$ cat src/rtl/xadc_sensor_reader_if.sv
// DRP bus between the sensor reader (master) and the XADC primitive (slave).
interface xadc_sensor_reader_if;
  logic [6:0]  daddr;
  logic        den;
  logic        dwe;
  logic [15:0] di;
  logic [15:0] do_data;  // XADC DO pin; "do" itself is a reserved word
  logic        drdy;

  modport master (output daddr, den, dwe, di, input do_data, drdy);
  modport slave  (input daddr, den, dwe, di, output do_data, drdy);
endinterface

$ cat src/rtl/xadc_sensor_reader.sv
// Periodically reads one XADC sensor over DRP, averages 16 samples and
// scales the average to decimal display units for the seven-segment driver.
module xadc_sensor_reader #(
  parameter int SAMPLE_DIV = 100000,
  parameter int TIMEOUT    = 255
) (
  input  logic                 clk,
  input  logic                 rst_n,
  input  logic [1:0]           chan,
  xadc_sensor_reader_if.master drp,
  output logic [15:0]          din,
  output logic                 bcd,
  output logic [1:0]           dec,
  output logic                 valid,
  output logic                 err
);

  localparam int             DIV_W    = $clog2(SAMPLE_DIV);
  localparam logic [DIV_W-1:0] DIV_LAST = DIV_W'(SAMPLE_DIV - 1);
  localparam logic [7:0]     TMO_LAST = 8'(TIMEOUT - 1);

  typedef enum logic [2:0] {
    S_IDLE, S_REQ, S_WAIT, S_ACC, S_SCALE, S_OUT, S_ERR
  } state_t;

  state_t             state, state_next;
  logic [DIV_W-1:0]   period_cnt;
  logic               tick;
  logic [7:0]         tmo_cnt;
  logic [1:0]         cur_chan;
  logic [6:0]         daddr_q;
  logic [11:0]        sample;
  logic [15:0]        acc;
  logic [4:0]         count;
  logic [15:0]        result;
  logic [1:0]         res_dec;

  // Channel 3 is an alias for the temperature sensor.
  logic [1:0] chan_sel;
  assign chan_sel = (chan == 2'd3) ? 2'd0 : chan;

  // Scaling arithmetic on the 16-sample average (21-bit products).
  logic [11:0] avg;
  logic [20:0] temp_prod;
  logic [20:0] volt_prod;
  logic [12:0] temp_raw;
  logic [12:0] temp_c;
  logic [11:0] volt_mv;

  assign avg       = acc[15:4];
  assign temp_prod = 21'(avg) * 21'd315;
  assign volt_prod = 21'(avg) * 21'd375;
  assign temp_raw  = temp_prod[20:8];
  assign temp_c    = (temp_raw > 13'd2732) ? (temp_raw - 13'd2732) : 13'd0;
  assign volt_mv   = volt_prod[20:9];

  // Low status nibble of DO and the fractional product bits are discarded.
  logic unused_bits;
  assign unused_bits = ^{drp.do_data[3:0], temp_prod[7:0], volt_prod[8:0]};

  assign drp.daddr = daddr_q;
  assign drp.dwe   = 1'b0;
  assign drp.di    = 16'h0000;

  // Free-running sample-period counter; tick marks each wrap to zero.
  // NOTE: sequential state uses non-blocking (<=) so every register samples
  // pre-edge values and simulation order cannot change the result.
  always_ff @(posedge clk or negedge rst_n) begin
    if (!rst_n) begin
      period_cnt <= '0;
      tick       <= 1'b0;
    end else begin
      tick       <= (period_cnt == DIV_LAST);
      period_cnt <= (period_cnt == DIV_LAST) ? '0 : period_cnt + DIV_W'(1);
    end
  end

  // FSM state register.
  always_ff @(posedge clk or negedge rst_n) begin
    if (!rst_n) state <= S_IDLE;
    else        state <= state_next;
  end

  // Next-state decode and DRP enable.
  // NOTE: every output of this block gets a default first, so no path can
  // leave it unassigned and infer a latch.
  always_comb begin
    state_next = state;
    drp.den    = 1'b0;
    case (state)
      S_IDLE:  if (tick) state_next = S_REQ;
      S_REQ: begin
        drp.den    = 1'b1;
        state_next = S_WAIT;
      end
      S_WAIT: begin
        if (drp.drdy)                state_next = S_ACC;
        else if (tmo_cnt == TMO_LAST) state_next = S_ERR;
      end
      S_ACC:   state_next = (count == 5'd15) ? S_SCALE : S_IDLE;
      S_SCALE: state_next = S_OUT;
      S_OUT:   state_next = S_IDLE;
      S_ERR:   state_next = S_IDLE;
      default: state_next = S_IDLE;
    endcase
  end

  // Datapath: channel latch, sample capture, accumulation and output registers.
  always_ff @(posedge clk or negedge rst_n) begin
    if (!rst_n) begin
      tmo_cnt  <= '0;
      cur_chan <= 2'd0;
      daddr_q  <= 7'h00;
      sample   <= '0;
      acc      <= '0;
      count    <= '0;
      result   <= '0;
      res_dec  <= 2'b00;
      din      <= 16'h0000;
      bcd      <= 1'b1;
      dec      <= 2'b00;
      valid    <= 1'b0;
      err      <= 1'b0;
    end else begin
      valid <= 1'b0;
      case (state)
        S_IDLE: begin
          if (tick) begin
            // A new channel restarts the average from scratch.
            if (chan_sel != cur_chan) begin
              acc   <= '0;
              count <= '0;
            end
            cur_chan <= chan_sel;
            daddr_q  <= {5'd0, chan_sel};
          end
        end
        S_REQ: tmo_cnt <= '0;
        S_WAIT: begin
          if (drp.drdy) sample <= drp.do_data[15:4];
          tmo_cnt <= tmo_cnt + 8'd1;
        end
        S_ACC: begin
          acc   <= acc + 16'(sample);
          count <= count + 5'd1;
        end
        S_SCALE: begin
          if (cur_chan == 2'd0) begin
            result  <= 16'(temp_c);
            res_dec <= 2'b01;
          end else begin
            result  <= 16'(volt_mv);
            res_dec <= 2'b11;
          end
        end
        S_OUT: begin
          din   <= result;
          dec   <= res_dec;
          bcd   <= 1'b1;
          err   <= 1'b0;
          valid <= 1'b1;
          acc   <= '0;
          count <= '0;
        end
        S_ERR: begin
          din   <= 16'hEEEE;
          dec   <= 2'b00;
          bcd   <= 1'b0;
          err   <= 1'b1;
          valid <= 1'b1;
          acc   <= '0;
          count <= '0;
        end
        default: ;
      endcase
    end
  end

endmodule

$ cat src/flat_wrapper.sv
// flat-port wrapper written by rule: the top's interface ports become plain ports
module xadc_sensor_reader_flat 
#(
  parameter int SAMPLE_DIV = 100000,
  parameter int TIMEOUT    = 255
)
  (clk, rst_n, chan, din, bcd, dec, valid, err, drp_daddr, drp_den, drp_dwe, drp_di, drp_do_data, drp_drdy);
  xadc_sensor_reader_if drp_i ();
  input  logic clk;
  input  logic rst_n;
  input  logic [1:0] chan;
  output logic [15:0] din;
  output logic bcd;
  output logic [1:0] dec;
  output logic valid;
  output logic err;
  output wire logic [$bits(drp_i.daddr)-1:0] drp_daddr;
  output wire logic [$bits(drp_i.den)-1:0] drp_den;
  output wire logic [$bits(drp_i.dwe)-1:0] drp_dwe;
  output wire logic [$bits(drp_i.di)-1:0] drp_di;
  input wire logic [$bits(drp_i.do_data)-1:0] drp_do_data;
  input wire logic [$bits(drp_i.drdy)-1:0] drp_drdy;
  assign drp_daddr = drp_i.daddr;
  assign drp_den = drp_i.den;
  assign drp_dwe = drp_i.dwe;
  assign drp_di = drp_i.di;
  assign drp_i.do_data = drp_do_data;
  assign drp_i.drdy = drp_drdy;
  xadc_sensor_reader #(.SAMPLE_DIV(SAMPLE_DIV), .TIMEOUT(TIMEOUT)) u_core (.clk(clk), .rst_n(rst_n), .chan(chan), .drp(drp_i), .din(din), .bcd(bcd), .dec(dec), .valid(valid), .err(err));
endmodule
$ cat config.mk
export PLATFORM = sky130hd
export DESIGN_NAME = xadc_sensor_reader_flat
export DESIGN_NICKNAME = d
export VERILOG_FILES = /design/src/rtl/xadc_sensor_reader_if.sv /design/src/rtl/xadc_sensor_reader.sv /design/src/flat_wrapper.sv
export SDC_FILE = /design/constraint.sdc
export NUM_CORES = 1
export LEC_CHECK = 0
export ABC_AREA = 1
export CORE_MARGIN = 4
export CORE_UTILIZATION = 55
export DETAILED_ROUTE_END_ITERATION = 7
export PLACE_DENSITY = 0.75
export SYNTH_ARGS = -nofsm -noshare
export SYNTH_HDL_FRONTEND = slang
export SYNTH_SLANG_ARGS = --single-unit
export TNS_END_PERCENT = 100
$ cat constraint.sdc
create_clock -name clk -period 12.9 [get_ports clk]
set_clock_uncertainty 0.2 [all_clocks]
set_input_delay 2.58 -clock clk [delete_from_list [all_inputs] [get_ports clk]]
set_output_delay 2.58 -clock clk [all_outputs]
set_load 0.1 [all_outputs]
After elaboration in Yosys (flattened, before gate mapping)
Cells that the tools add are included.
W data, S select, Z words.
{"block": "op_classes", "n_mul": 2, "add_sub_neg": 5, "n_lt_le_gt_ge": 1, "eq_ne": 14, "n_reduce_logical": 10, "muxes": 23}
{"cell": "$pmux W16 S3", "n": 1}
{"cell": "$mul A12 B9 Y21 const B", "n": 2}
{"cell": "$mux W16", "n": 2}
{"cell": "$pmux W16 S2", "n": 1}
{"cell": "$mux W13", "n": 2}
{"cell": "$add A17 B1 Y17 const B", "n": 1}
{"cell": "$eq A17 B17 Y1 const B", "n": 1}
{"cell": "$mux W17", "n": 1}
{"cell": "$add A16 B12 Y16", "n": 1}
{"cell": "$pmux W8 S2", "n": 1}
{"cell": "$pmux W3 S5", "n": 1}
{"cell": "$pmux W5 S3", "n": 1}
{"cell": "$gt A13 B12 Y1 const B", "n": 1}
{"cell": "$sub A13 B12 Y13 const B", "n": 1}
{"cell": "$mux W3", "n": 4}
{"cell": "$mux W5", "n": 2}
{"cell": "$eq A3 B3 Y1 const B", "n": 3}
{"cell": "$add A8 B1 Y8 const B", "n": 1}
{"cell": "$eq A8 B8 Y1 const B", "n": 1}
{"cell": "$eq A3 B2 Y1 const B", "n": 2}
{"cell": "$reduce_and A2 Y1", "n": 3}
{"cell": "$add A5 B1 Y5 const B", "n": 1}
{"cell": "$eq A5 B4 Y1 const B", "n": 1}
{"cell": "$mux W2", "n": 2}
{"cell": "14 further kinds", "n": 18}
{"block": "word_totals", "inputBits": 21, "reg_bits": 103}

Longest topological paths before layout
{"block": "logic_depth", "ltp_word": 6, "mapped_depth": 30}

Least setup slack after synthesis
Ideal clock, no wire load.
{"block": "synth_path", "kind": "reg-to-output", "startpoint": "register u_core.state[2]", "endpoint": "output drp_den", "required_ns": 10.120, "arrival_time_ns": 2.575, "n_path_buf": 0, "stages_incl_launch_ff": 2, "setup_slack_ns": 7.545, "cell_sequence": "dfrtp_1 -> nor3_1"}
{"block": "synth_between", "elab_chain_len": 2}
{"item": "start, declared", "line_no": "xadc_sensor_reader.sv:26", "text": "state_t state, state_next;"}
{"item": "start signal, assigned", "line_no": "xadc_sensor_reader.sv:81", "text": "else state <= state_next;"}
{"item": "$eq A3 B1 Y1", "line_no": "xadc_sensor_reader.sv:90", "text": "case (state)"}
{"item": "$mux W1", "line_no": "xadc_sensor_reader.sv:90"}
{"item": "end, declared", "line_no": "flat_wrapper.sv:18", "text": "output wire logic [$bits(drp_i.den)-1:0] drp_den;"}
Every way passes these cells.

Worst setup path in the final report
{"block": "layout_path", "startpoint": "register u_core.acc[12]", "endpoint": "register u_core.result[8]"}
{"block": "layout_between", "elab_chain_len": 4}
{"item": "start, declared", "line_no": "xadc_sensor_reader.sv:33", "text": "logic [15:0] acc;"}
{"item": "start signal, assigned", "line_no": "xadc_sensor_reader.sv:144", "text": "acc <= acc + 16'(sample);"}
{"item": "$mul A12 B9 Y21", "line_no": "xadc_sensor_reader.sv:51", "text": "assign temp_prod = 21'(avg) * 21'd315;"}
{"item": "$sub A13 B12 Y13 or $gt A13 B12 Y1 (tied branches)", "line_no": "xadc_sensor_reader.sv:54", "text": "assign temp_c = (temp_raw > 13'd2732) ? (temp_raw - 13'd2732) : 13'd0;"}
{"item": "$mux W13", "line_no": "xadc_sensor_reader.sv:54"}
{"item": "$mux W13 *", "line_no": "xadc_sensor_reader.sv:148", "text": "if (cur_chan == 2'd0) begin"}
{"item": "end signal, assigned", "line_no": "xadc_sensor_reader.sv:149", "text": "result <= 16'(temp_c);"}
{"item": "end signal, assigned", "line_no": "xadc_sensor_reader.sv:152", "text": "result <= 16'(volt_mv);"}
{"item": "end, declared", "line_no": "xadc_sensor_reader.sv:35", "text": "logic [15:0] result;"}
Every way passes the cells marked *; elsewhere a longest branch is shown, timed or not.
A chain may end at the register's enable or synchronous reset.

==> summary.md <==
| Metric | Value |
|---|---|
| CTS tree | done |
| Post-layout minimum cycle time | between 5 and 6 ns |
| Final WS setup | about 7.6 ns |
| Register area | 0.002429 sq mm |
| Area of the multi-input gates | 0.006202 sq mm |
| Area contributors post-synth | dfrtp_1 25%, fa_1 15%, ha_1 14% |
| Final setup vio count | 0 |
| Comb power frac | 6.0% |
| Final antenna-violating net count | 0 |
| Total CTS buffers | 9 |
| Worst Path Max Fanout | 8 |
| Post-synthesis sequential area ratio | 24.87% |
| Crit-path most repeated cell | nand2_1 |
| Via Count | 7929 |
| Worst setup EP type | flip-flop |
| Rows | between 40 and 50 |
| Nets | 1487 |
| Routed WL | 20970 um |
| Pin count of the biggest net entering global routing | 58 |
| Commonest non-fill, non-tap cells in the layout | 275 x nand2_1, 256 x inv_1, 110 x ha_1 |
| Ports | 67 |
| Relative max-transition margin | 28.98% |
| Mapped cell area | 0.009764 sq mm |
| Crit Path Class | reg2reg |
| Gr usage total | 21.98% |
| Cells after Synth | between 1000 and 1500 |
| Count of final hold-check violations | 0 |
| Initial core utilization | 56.26% |
| Hold Path Stages | 2 |
| Max_cap viols | 0 |
| Port Buffers | 40 |
| Register-to-Register Path Depth | 26 |
| Leak | 5.923 nW |
| Worst skew pair latency | 0.35 ns |
| RSZ-0062 raised after global routing | no |
| Antenna cells | 0 |
| Async SR Flop Fraction | 100.0% |
| CTS sink count | 97 |
| Detailed Routing Iterations Pass 1 | 5 |
| Worst vdd ir | 0.00005804 V |
| Pwr dens | 60.14 mW/mm^2 |
| Synthesized flop and latch total | between 90 and 100 |
| Number of synthesized flops with an enable pin | 0 |
| Status | finished clean |
| Final core occ | 61.48% |
| Worst path max stage delay | 0.64 ns |
| Postcts setup bufs | 0 |
| Die ar. | 0.01995 sq mm |
| Syn_area_per_cell | 7.874 sq um |
| Filler Cell Count | 1567 |
| Slowest cell on the critical path | fa_1 |
| DRC | 0 |
| Dpl hpwl | 17290 um |
| Root Buffer | clkbuf_16 |
| Ys flop type | dfrtp_1 |
| Share of post-route cells with drive strength above 1 | roughly 6.4% |
| Routed len/inst | around 14 um |
| Worst-path clk slew | 0.07 ns |
| Yosys top cell by area | dfrtp_1 |
| P_int | 0.0004863 W |
| Most common cell after layout, fill and taps aside | nand2_1 |
| Ys Warns | 0 |
| Final cycle utilization of the critical path | 41.44% |
| Power share of the sequential group | 47.4% |
| Setup TNS Final | 0 ns |
| Vias in the first global route | 7687 |
| Worst-Margin Slew | around 1.1 ns |
| Highest clock rate | 187.1 MHz |
| CTS max path bufs | 2 |
| Switch Pwr | 0.0001554 W |
| Synth top area share | 24.60% |
| Placer Congestion | about 0.94 |
| # H-tree levels | 3 |
| Core area | 0.01736 sq mm |
| # resized after CTS | 0 |
| Critical path required time | 12.99 ns |
| Via-per-instance ratio | 5.244 |
| Distinct cells, synth | 46 |
| Hold-fix buffers, CTS | 0 |
| Overflow after GRT | 0 |
| Area grow syn2layout | 9.290% |
| First-pass GRT wire length | 36230 um |
| Worst setup SP type | flip-flop |
| Initial antenna violation count | 0 |
| Slew Viols, Final | 0 |
| Pre-CTS setup slack | 7.608 ns |
| Die Width | between 100 and 150 um |
| Crit path DAT | 5.43 ns |
| Worst Hold Class | reg2reg |
| Initial DRC count | 476 |
| Die H | 141.2 um |
| Clock Power Share | 46.6% |
| Sw Share | 24.22% |
## critical path: cells and delay by family (launching register included)
kind                     cells  cell delay, ns
flip-flops                   1            0.61
AO/OA/AOI/OAI                1            0.23
buffers and inverters        6            0.54
AND/OR/NAND/NOR             14            1.33
adder cells (fa/ha/maj)      5            2.39
## layout make-up
cell class | instances | area share, %
clock buffer | 10 | 2.239
clock inverter | 6 | 0.9497
inverter | 266 | 9.356
multi-input combinational | 865 | 58.12
sequential | 97 | 22.76
tap | 225 | 2.638
timing repair buffer | 43 | 3.939
## power groups by stage
stage	sequential (W)	clock, W	combinational (W)
floorplan	0.000310	0	0.0000333
global placement	0.000310	0	0.0000392
detailed placement	0.000310	0	0.0000392
CTS	0.000304	0.000305	0.0000393
global route	0.000304	0.000318	0.0000411
finish	0.000304	0.000299	0.0000388
## flip-flops by register name (all words and copies together) (netlist names)
| register | flops |
|---|---|
| u_core.sample | 12 |
| u_core.drp.daddr | 2 |
| u_core.res_dec | 2 |
| u_core.state | 3 |
| u_core.din | 14 |
| u_core.acc | 16 |
| u_core.valid | 1 |
| u_core.period_cnt | 17 |
| u_core.tmo_cnt | 8 |
| u_core.tick | 1 |
| u_core.count | 5 |
| u_core.bcd | 1 |
| u_core.dec | 2 |
| u_core.result | 13 |
## logic make-up after synthesis
logic type | synth area share (%)
multiplexers | 0.1153
AO/OA/AOI/OAI | 9.982
other | 0.03840
AND/OR/NAND/NOR | 21.64
buffers and inverters | 12.47
adder cells (fa/ha/maj) | 29.27
XOR/XNOR | 1.615
flip-flops | 24.87
## metrics by stage
stage	hold WS [ns]	area (sq um)	total power, W	cells
finish	0.2519	10670	0.0006418	1512
global route	0.3044	10670	0.0006627	1512
CTS	0.2570	10670	0.0006477	1512
detailed placement	0.2381	10330	0.0003491	1496
global placement	0.2304	10330	0.0003490	1496
floorplan	0.2198	9843	0.0003433	1261
## layer usage
layer | part of all wire [%] | track usage (%) | vias to the layer above
met3 | 4.1 | 2.680 | 24
met1 | 47 | 30.82 | 3739
met2 | 48 | 36.89 | 189
li1 | - | - | 3977
met5 | 0 | 0 | -
met4 | 1.7 | 4.640 | 0
## synthesized netlist by cell type, types with 9 or more instances
cell type,n
o21ai_0,50
nand2_2,12
ha_1,110
fa_1,74
a21oi_1,64
dfrtp_1,96
nor2_1,56
inv_2,10
nand2_1,275
nor3_1,14
xor2_1,16
inv_1,256
buf_4,25
nand3_1,67
a22o_1,9
nand4_1,17
## final timing paths
path | start | endpoint | slack (ns)
max | u_core.acc[12]$_DFFE_PN0P_ | u_core.result[8]$_DFFE_PN0P_ | 7.55
min | u_core.res_dec[0]$_DFFE_PN0P_ | u_core.res_dec[0]$_DFFE_PN0P_ | 0.25
max reg2reg | u_core.acc[12]$_DFFE_PN0P_ | u_core.result[8]$_DFFE_PN0P_ | 7.55
min reg2reg | u_core.res_dec[0]$_DFFE_PN0P_ | u_core.res_dec[0]$_DFFE_PN0P_ | 0.25
max in group asynchronous | rst_n | u_core.acc[3]$_DFFE_PN0P_ | 9.42
min in group asynchronous | rst_n | u_core.result[4]$_DFFE_PN0P_ | 1.99
Note: power is estimated with default switching activity, not from simulation.
